### src/rtl/press_classifier_pkg.sv
// Shared state encoding and event codes for the button gesture classifier.
// Consumers decode ev_t codes; the FSM uses the 3-bit state constants.
package press_classifier_pkg;

  localparam logic [2:0] ST_IDLE     = 3'd0;
  localparam logic [2:0] ST_HOLD1    = 3'd1;
  localparam logic [2:0] ST_GAP      = 3'd2;
  localparam logic [2:0] ST_HOLD2    = 3'd3;
  localparam logic [2:0] ST_WAIT_REL = 3'd4;

  typedef logic [1:0] ev_t;

  localparam ev_t EV_NONE   = 2'd0;
  localparam ev_t EV_SHORT  = 2'd1;
  localparam ev_t EV_LONG   = 2'd2;
  localparam ev_t EV_DOUBLE = 2'd3;

  // One-hot decode of an event code as {double, long, short}.
  function automatic logic [2:0] ev_decode(input ev_t ev);
    logic [2:0] oh;
    oh = 3'b000;
    case (ev)
      EV_SHORT:  oh = 3'b001;
      EV_LONG:   oh = 3'b010;
      EV_DOUBLE: oh = 3'b100;
      default:   oh = 3'b000;
    endcase
    return oh;
  endfunction

endpackage

### src/rtl/press_classifier_event_timer.sv
// Interval up-counter with synchronous clear/enable; term flags cnt == limit-1.
// term is combinational from the count register and the selected limit.
module event_timer #(
  parameter int CNT_W = 8
) (
  input  logic             clk,
  input  logic             rst,
  input  logic             clr,
  input  logic             en,
  input  logic [CNT_W-1:0] limit,
  output logic             term
);

  logic [CNT_W-1:0] cnt;

  always_ff @(posedge clk or posedge rst) begin
    if (rst) begin
      cnt <= '0;
    end else if (clr) begin
      cnt <= '0;
    end else if (en) begin
      cnt <= cnt + CNT_W'(1);
    end
  end

  assign term = (cnt == (limit - CNT_W'(1)));

endmodule

### src/rtl/press_classifier.sv
// Classifies debounced button gestures into short/long/double single-cycle pulses.
// Events are registered (one cycle after the deciding edge); optional PRESS_CNT_EN adds press_count.
module press_classifier
  import press_classifier_pkg::*;
#(
  parameter int LONG_CYC = 50,
  parameter int DBL_GAP  = 30,
  parameter int CNT_W    = 8
) (
  input  logic       clk,
  input  logic       rst,
  input  logic       press_pulse,
  input  logic       held,
  output logic       short_press,
  output logic       long_press,
  output logic       double_press,
  output logic       busy
`ifdef PRESS_CNT_EN
  ,
  output logic [7:0] press_count
`endif
);

  localparam int MAX_CYC = (LONG_CYC > DBL_GAP) ? LONG_CYC : DBL_GAP;

  if ((2 ** CNT_W) <= MAX_CYC) begin : g_cnt_w_chk
    $error("press_classifier: CNT_W too narrow for LONG_CYC/DBL_GAP");
  end
  if (LONG_CYC < 2 || DBL_GAP < 2) begin : g_min_chk
    $error("press_classifier: LONG_CYC and DBL_GAP must be >= 2");
  end

  localparam logic [CNT_W-1:0] LONG_LIM = CNT_W'(LONG_CYC);
  localparam logic [CNT_W-1:0] GAP_LIM  = CNT_W'(DBL_GAP);

  logic [2:0]       state, state_nxt;
  ev_t              ev_nxt;
  logic             tmr_clr, tmr_en, tmr_term;
  logic [CNT_W-1:0] tmr_limit;
  logic [2:0]       ev_oh;

  // Only the GAP state times against DBL_GAP; both hold states use LONG_CYC.
  assign tmr_limit = (state == ST_GAP) ? GAP_LIM : LONG_LIM;

  event_timer #(
    .CNT_W (CNT_W)
  ) u_timer (
    .clk   (clk),
    .rst   (rst),
    .clr   (tmr_clr),
    .en    (tmr_en),
    .limit (tmr_limit),
    .term  (tmr_term)
  );

  always_comb begin
    state_nxt = state;
    ev_nxt    = EV_NONE;
    tmr_clr   = 1'b0;
    tmr_en    = 1'b0;
    case (state)
      ST_IDLE: begin
        if (press_pulse) begin
          state_nxt = ST_HOLD1;
          tmr_clr   = 1'b1;
        end
      end
      ST_HOLD1: begin
        if (!held) begin
          state_nxt = ST_GAP;
          tmr_clr   = 1'b1;
        end else if (tmr_term) begin
          state_nxt = ST_WAIT_REL;
          ev_nxt    = EV_LONG;
          tmr_clr   = 1'b1;
        end else begin
          tmr_en = 1'b1;
        end
      end
      ST_GAP: begin
        // A second press on the timeout edge still counts as a double press.
        if (press_pulse) begin
          state_nxt = ST_HOLD2;
          tmr_clr   = 1'b1;
        end else if (tmr_term) begin
          state_nxt = ST_IDLE;
          ev_nxt    = EV_SHORT;
          tmr_clr   = 1'b1;
        end else begin
          tmr_en = 1'b1;
        end
      end
      ST_HOLD2: begin
        if (!held) begin
          state_nxt = ST_IDLE;
          ev_nxt    = EV_DOUBLE;
          tmr_clr   = 1'b1;
        end else if (tmr_term) begin
          state_nxt = ST_WAIT_REL;
          ev_nxt    = EV_DOUBLE;
          tmr_clr   = 1'b1;
        end else begin
          tmr_en = 1'b1;
        end
      end
      ST_WAIT_REL: begin
        if (!held) begin
          state_nxt = ST_IDLE;
          tmr_clr   = 1'b1;
        end
      end
      default: begin
        state_nxt = ST_IDLE;
        tmr_clr   = 1'b1;
      end
    endcase
  end

  assign ev_oh = ev_decode(ev_nxt);

  always_ff @(posedge clk or posedge rst) begin
    if (rst) begin
      state        <= ST_IDLE;
      short_press  <= 1'b0;
      long_press   <= 1'b0;
      double_press <= 1'b0;
    end else begin
      state        <= state_nxt;
      short_press  <= ev_oh[0];
      long_press   <= ev_oh[1];
      double_press <= ev_oh[2];
    end
  end

  assign busy = (state != ST_IDLE);

`ifdef PRESS_CNT_EN
  always_ff @(posedge clk or posedge rst) begin
    if (rst) begin
      press_count <= 8'd0;
    end else if (ev_nxt != EV_NONE) begin
      press_count <= press_count + 8'd1;
    end
  end
`endif

endmodule
### config.mk
export PLATFORM = sky130hd
export DESIGN_NAME = press_classifier
export DESIGN_NICKNAME = d
export VERILOG_FILES = /design/src/rtl/press_classifier_pkg.sv /design/src/rtl/press_classifier_event_timer.sv /design/src/rtl/press_classifier.sv
export SDC_FILE = /design/constraint.sdc
export NUM_CORES = 1
export LEC_CHECK = 0
export ABC_AREA = 1
export CAP_MARGIN = 5
export CORE_AREA = 2 2 49 42
export DETAILED_ROUTE_END_ITERATION = 8
export DIE_AREA = 0 0 51 44
export PLACE_DENSITY = 0.77
export SLEW_MARGIN = 20
export SYNTH_ARGS = -nofsm -noshare
export SYNTH_HDL_FRONTEND = slang
export SYNTH_SLANG_ARGS = --single-unit
### constraint.sdc
create_clock -name clk -period 3.3 [get_ports clk]
set_clock_uncertainty 0.15 [all_clocks]
set_input_delay 0.66 -clock clk [delete_from_list [all_inputs] [get_ports clk]]
set_output_delay 0.66 -clock clk [all_outputs]
set_load 0.01 [all_outputs]
# Yosys cells after proc, flatten, opt, wreduce, memory -nomap -nowiden
# Cells that the tools add are included.
# op_classes
bitwise	0
reduce_logical	5
order_cmp	0
n_eq_ne	11
shifts	0
mul	0
div_mod_pow	0
add_sub_neg	2
n_mux	29
# op_table
op	n
$mux 3	7
$mux 8	2
$pmux 3 s5	1
$mux 1	10
$pmux 3 s3	1
$add 8x1->8 const B	1
$eq 8x8->1	1
$mux 2	4
$sub 6x1->7 const B	1
$eq 3x2->1 const B	2
$mux 6	1
$pmux 2 s3	1
$eq 2x2->1 const B	2
$ne 2x2->1 const B	2
$pmux 1 s4	1
$eq 3x1->1 const B	1
$eq 3x3->1 const B	1
$logic_not 3->1	1
$ne 3x3->1 const B	1
$reduce_and 3->1	1
$reduce_bool 3->1	1
$eq 2x1->1 const B	1
$pmux 1 s2	1
$reduce_bool 2->1	1
$reduce_or 2->1	1
# word_totals
mem_bits_ro	0
wordCells	52
mem_count	0
in_bits	4
latch_bits	0
output_inout_bits	4
register_bits	14
ramBits	0

# Logic depth before layout (Yosys ltp)
# Gate-level depths: netlist (run 1).
# depth
word_depth	9
ltp_mapped	9
ltp_nobuf	9

# Modules after synthesis
# From an unflattened synthesis (run 1), not the netlist that was laid out.
# hier_totals
cells_unflattened	170
hier_area_um2	1098.6
# modules_own_cells
module	cells_each	seq_area_each_um2	area_each_um2	instances
event_timer	121	200.2	729.4	1
press_classifier	49	150.1	369.1	1

# Worst setup path after synthesis (run 1)
# OpenSTA, ideal clock, no wires.
# synth_path
path_type	register -> output
startpoint	reg state[0]
endpoint	out busy
path_buffers	0
stages_incl_launch_ff	3
arrival_ps	747
required_time_ps	2490
slack_ps	1743
cell_sequence	dfrtp_1 -> nor3_1 -> inv_1
# synth_between
elab_chain_cells	1
# synth_lines
element	line_no	rtl
from (decl)	press_classifier.sv:36	logic [2:0] state, state_nxt;
from (signal assigned)	press_classifier.sv:128	state <= state_nxt;
$reduce_bool 3->1	press_classifier.sv:135	assign busy = (state != ST_IDLE);
to (decl)	press_classifier.sv:17	output logic busy
# No other way between the ends.

# Worst setup path in the final report (run 1)
# Ends and elaborated chain as after synthesis.

==> results of run 1 <==
[state kept, by name (all words and copies together), names as in the netlist]
signal and cells:
state 3, double_press 1, short_press 1, u_timer.cnt 8, long_press 1
[metal layers]
metal  vias up  GRT usage, %  routed length, um
li1        426             -                  -
met1       385          26.4                816
met2        26          32.7                953
met3         0          6.21                 94
met4         0          3.24                  0
met5         -             0                  0
[worst min-delay path, stage by stage, from the launching register on]
cell     delay, ns
dfrtp_1       0.40
nand2_1       0.07
nand2_1       0.06
[worst max-delay path by stage]
| stage | start | endpoint | slack, ns | cells past startpoint |
|---|---|---|---|---|
| floorplan | state[0] | busy | 1.74 | 2 |
| global placement | held | u_timer.cnt[0] | 1.20 | 6 |
| detailed placement | held | u_timer.cnt[0] | 1.14 | 6 |
| CTS | state[0] | busy | 0.93 | 3 |
| global route | state[0] | busy | 0.87 | 3 |
| finish | state[0] | busy | 0.94 | 3 |
[Yosys cell counts]
| master | number | share of area, % |
|---|---|---|
| o21ai_0 | 1 | 0.52 |
| nor2_4 | 2 | 2.3 |
| xor2_1 | 4 | 3.6 |
| nand3_1 | 9 | 4.7 |
| nand2_1 | 39 | 15 |
| nand3_2 | 1 | 1.0 |
| nor3_1 | 2 | 1.0 |
| o21ai_1 | 1 | 0.52 |
| nor2_1 | 6 | 2.3 |
| inv_2 | 4 | 1.6 |
| nand2_2 | 6 | 3.9 |
| inv_4 | 1 | 0.65 |
| nand4_1 | 10 | 6.5 |
| inv_1 | 18 | 7.0 |
| a21oi_2 | 1 | 0.91 |
| nor2_8 | 1 | 2.1 |
| ha_1 | 2 | 2.6 |
| dfrtp_1 | 14 | 36 |
| nand2_4 | 3 | 3.5 |
| nand3_4 | 1 | 1.8 |
| nor3b_1 | 1 | 0.78 |
| buf_2 | 1 | 0.52 |
| nor2_2 | 1 | 0.65 |
[layout make-up]
| cell class | count | area, um2 | area share [%] |
|---|---|---|---|
| multi-input cells | 91 | 520 | 47.5 |
| flip-flops and latches | 14 | 350 | 32.0 |
| inverters | 23 | 88.8 | 8.11 |
| repair buffers | 7 | 70.1 | 6.39 |
| clock buffers | 4 | 36.3 | 3.31 |
| well taps | 24 | 30.0 | 2.74 |
[per-stage QoR]
step	std cells	utilization (%)	hold WS, ns
finish	163	62.0	0.403
global route	163	62.0	0.444
floorplan	129	-	0.321
global placement	159	59.9	0.359
CTS	163	62.0	0.400
detailed placement	159	59.9	0.376
[cells by family after synthesis]
logic type	after synthesis	share of synthesized area (%)
flops	14	36.3
buf+inv	24	9.73
fa+ha+maj	2	2.59
simple gates	82	45.8
compound gates	3	1.94
xor+xnor	4	3.63
[power by group]
group          switching (mW)  internal, mW  leakage, nW
combinational           0.197         0.110        0.373
sequential             0.0435         0.203        0.189
clock                  0.0537        0.0672       0.0210
total                   0.294         0.381        0.582
==> impl_metrics.toml, run 1 <==
[run_status]
status = "finished clean"

[place]
gp_congestion = 0.888
placed_area_um2 = 1060
dpl.hpwl_um = 1430
dp_worst_setup_slack_ns = 1.14
portBuffers = 7

[sta]
slew_violations = 0
finalSetupViolations = 0
setup_ws_ns = 0.938
layout_min_cycle_time_ns = 2.36
hold_viol_final = 0
maxSlewHeadroom_pct = 64.8
final.setup.tns_ns = 0
worst_pin_slew_ns = 0.527
period_share_pct = 71.6
grt_setup_unrepaired = "no"
fmax_mhz = 423

[synth]
syn-num-nets = 135
ys_types = 23
netlist_area_um2 = 965
synth.yosys.seq_area_share_pct = 36.3
synthCells = 129
synth-seq-cells = 14
ys.warnings.count = 0
syn_area_per_cell_um2 = 7.48

[floorplanning]
die_h_um = 44
die-area_um2 = 2240
initial_core_util_pct = 54.5
fp.dieW_um = 51
rows = 14
core_area_um2 = 1770
ios = 8

[power_and_ir_drop]
power.density_nw_per_um2 = 616
ir_drop_mv = 0.335
p_leak_nw = 0.582
power_mw = 0.675

[setup_path]
crit_type = "register to output port"
critPathMaxStageDelay_ns = 0.48
crit_chain = "nor3_1 > inv_1 > clkdlybuf4s50_1"
critical_path.top_delay_family = "buffers and inverters"
crit_required_ns = 2.49
r2r-start = "u_timer.cnt[1]"
crit_path_end_kind = "output port"
worstPathArrival_ns = 1.55
cp_slowest_cell = "clkdlybuf4s50_1"
startpoint_type = "register"
worstPathMaxFanout = 6
rrSetupSlack_ns = 1.74
ff2ff_path_depth = 9
r2r_end = "u_timer.cnt[0]"
cp_num_buf_inv = 2

[final_layout]
syn_to_final_growth_pct = 13.6
diodes = 0
fill_cells = 160
layout_common_cells = "nand2_1, inv_1, dfrtp_1, nand4_1, nand3_1"
final_cell_area_um2 = 1100
layout_commonest_cell = "nand2_1"
layout.nets = 146
layout-drive-gt1-share_pct = 18.0

[hold_path]
hp-start = "u_timer.cnt[6]"
min_to = "u_timer.cnt[6]"
hold_depth = 2
hold_path.class = "register to register"

[global_routing]
grt_util_all_layers_pct = 19.9
grt_pass1_wl_um = 3260
overflow = 0
grt_antenna_before_repair = 0
grt_max_degree = 15
grt_pass1_vias = 748

[drt]
vias = 837
vias_per_cell = 5.13
first_pass_iters = 4
drc_errors = 0
antenna_left = 0
drt_iter0_drc = 26
drt_wl_total_um = 1870
wire_per_inst_um = 11.4

[cts]
post-cts-setup-buffer-count = 0
clock_sinks = 14
clk-insertion-delay-late_ns = 0.28
cts_made_buffers = 3
post_cts_resized = 0
cts-root-buf = "clkbuf_4"
ctsHoldBuffers = 0
htree_num_levels = 1
cts_tree = "yes"
cts_buffer_depth = 2
clk_pin_slew_worst_paths_ns = 0.08

[job]
cap_violations = 0
(Power assumes the default switching activity.)
==> run 2: changes to the inputs <==
--- a/config.mk
+++ b/config.mk
@@ -7,10 +7,10 @@
 export LEC_CHECK = 0
 export ABC_AREA = 1
 export CAP_MARGIN = 5
-export CORE_AREA = 2 2 49 42
+export CORE_AREA = 2 2 53 45
 export DETAILED_ROUTE_END_ITERATION = 8
-export DIE_AREA = 0 0 51 44
-export PLACE_DENSITY = 0.77
+export DIE_AREA = 0 0 55 47
+export PLACE_DENSITY = 0.7
 export SLEW_MARGIN = 20
 export SYNTH_ARGS = -nofsm -noshare
 export SYNTH_HDL_FRONTEND = slang
==> constraint.sdc (replaced) <==
create_clock -name clk -period 2.1 [get_ports clk]
set_clock_uncertainty 0.15 [all_clocks]
set_input_delay 0.42 -clock clk [delete_from_list [all_inputs] [get_ports clk]]
set_output_delay 0.42 -clock clk [all_outputs]
set_load 0.01 [all_outputs]
==> impl_metrics.toml, run 2 (same netlist as run 1, synthesis figures left out) <==
[place]
dpl.hpwl_um = 1430
gp_congestion = 0.868
portBuffers = 7
placed_area_um2 = 1070
dp_worst_setup_slack_ns = 0.294

[drt]
vias = 815
wire_per_inst_um = 11.8
drt_iter0_drc = 26
drt_wl_total_um = 1970
drc_errors = 0
antenna_left = 0
first_pass_iters = 4
vias_per_cell = 4.88

[final_layout]
syn_to_final_growth_pct = 17.0
layout_commonest_cell = "nand2_1"
fill_cells = 193
layout-drive-gt1-share_pct = 22.5
largest_register_ffs = 8
diodes = 0
layout.nets = 150
layout_common_cells = "nand2_1, inv_1, dfrtp_1, nand4_1, nand3_1"
final_cell_area_um2 = 1130
multi_input_area_um2 = 532
seqCellArea_um2 = 354
largest_register = "u_timer.cnt"
utilization_pct = 54.7
reg_top3 = "u_timer.cnt (8), state (3)"

[cts]
htree_num_levels = 1
clk_pin_slew_worst_paths_ns = 0.09
cts-root-buf = "clkbuf_4"
cts_made_buffers = 3
ctsHoldBuffers = 0
clk-insertion-delay-late_ns = 0.29
clock_sinks = 14
cts_tree = "yes"
cts_buffer_depth = 2

[setup_path]
crit_required_ns = 1.53
critPathMaxStageDelay_ns = 0.47
startpoint_type = "register"
crit_path_end_kind = "output port"
cp_slowest_cell = "clkdlybuf4s50_1"
worstPathMaxFanout = 4
worstPathArrival_ns = 1.45
crit_type = "register to output port"
crit_chain = "nor3_4 > inv_1 > clkdlybuf4s50_1"

[floorplanning]
initial_core_util_pct = 46.7
ios = 8
core_area_um2 = 2060
rows = 15
die-area_um2 = 2590
die_h_um = 47
fp.dieW_um = 55

[global_routing]
grt_pass1_wl_um = 3440
grt_util_all_layers_pct = 19.5
grt_pass1_vias = 784
grt_antenna_before_repair = 0
grt_max_degree = 15
overflow = 0

[sta]
period_share_pct = 96.1
final.setup.tns_ns = 0
setup_ws_ns = 0.0828
slew_violations = 0
maxSlewHeadroom_pct = 63.8
worst_pin_slew_ns = 0.543
grt_setup_unrepaired = "no"
hold_viol_final = 0
fmax_mhz = 496
layout_min_cycle_time_ns = 2.02
finalSetupViolations = 0

[power_and_ir_drop]
p_leak_nw = 0.593
power_mw = 1.08
ir_drop_mv = 0.706
power.density_nw_per_um2 = 958

[run_status]
status = "finished clean"

[job]
cap_violations = 0

[hold_path]
hold_path.class = "input pin to asynchronous set/reset pin"
## run 2: cell count changes in the layout (fill, tap and decap cells not counted), sizes merged
cell	previous run	this run
buf	0	4
clkbuf	4	3
## run 2: repair_timing
action / 4_1_cts / 5_1_grt
endpoints found under the setup margin: 1 / 1
setup buffers: 0 / 3
gates resized for setup: 1 / 4
gates cloned: 0 / 0
## run 2: path summary, 6_finish.rpt
path | depth (start not counted) | slack [ns] | to | startpoint
setup / recovery | 3 | 0.08 | busy | state[0]
hold / removal | 2 | 0.31 | u_timer.cnt[2] | rst
setup reg to reg | 7 | 0.47 | u_timer.cnt[3] | state[0]
hold reg to reg | 2 | 0.40 | u_timer.cnt[7] | u_timer.cnt[7]
max in group asynchronous | 2 | 1.10 | state[1] | rst
min in group clk | 2 | 0.40 | u_timer.cnt[7] | u_timer.cnt[7]
## run 2: final cells by class
cell class | instances | share of cell area [%]
repair buffers | 11 | 8.87
inverters | 23 | 7.87
flip-flops and latches | 14 | 31.4
multi-input cells | 91 | 47.1
well taps | 25 | 2.77
clock buffers | 3 | 2.00
## run 2: worst max-delay path: cells and delay by family (launching register included)
kind          cells  cell delay, ns
flops             1            0.45
buf+inv           2            0.52
simple gates      1            0.19
## run 2: routing by layer
metal	global-route usage (%)	up-vias	share of wire, %
met2	30.7	18	46
met3	5.73	5	4.5
li1	-	432	-
met5	0	-	0
met4	7.32	0	1.9
met1	25.7	360	47
## run 2: stage by stage
| stage | std cells | hold WS [ns] |
|---|---|---|
| final | 167 | 0.313 |
| after global routing | 167 | 0.415 |
| after CTS | 164 | 0.329 |
| after detailed placement | 161 | 0.376 |
| after global placement | 161 | 0.363 |
| after floorplan | 129 | 0.159 |
## run 2: power breakdown
group          internal (mW)  leakage (nW)  switching (mW)
clock network         0.0668        0.0138          0.0914
registers              0.324         0.185          0.0760
logic                  0.206         0.395           0.317
total                  0.597         0.593           0.484
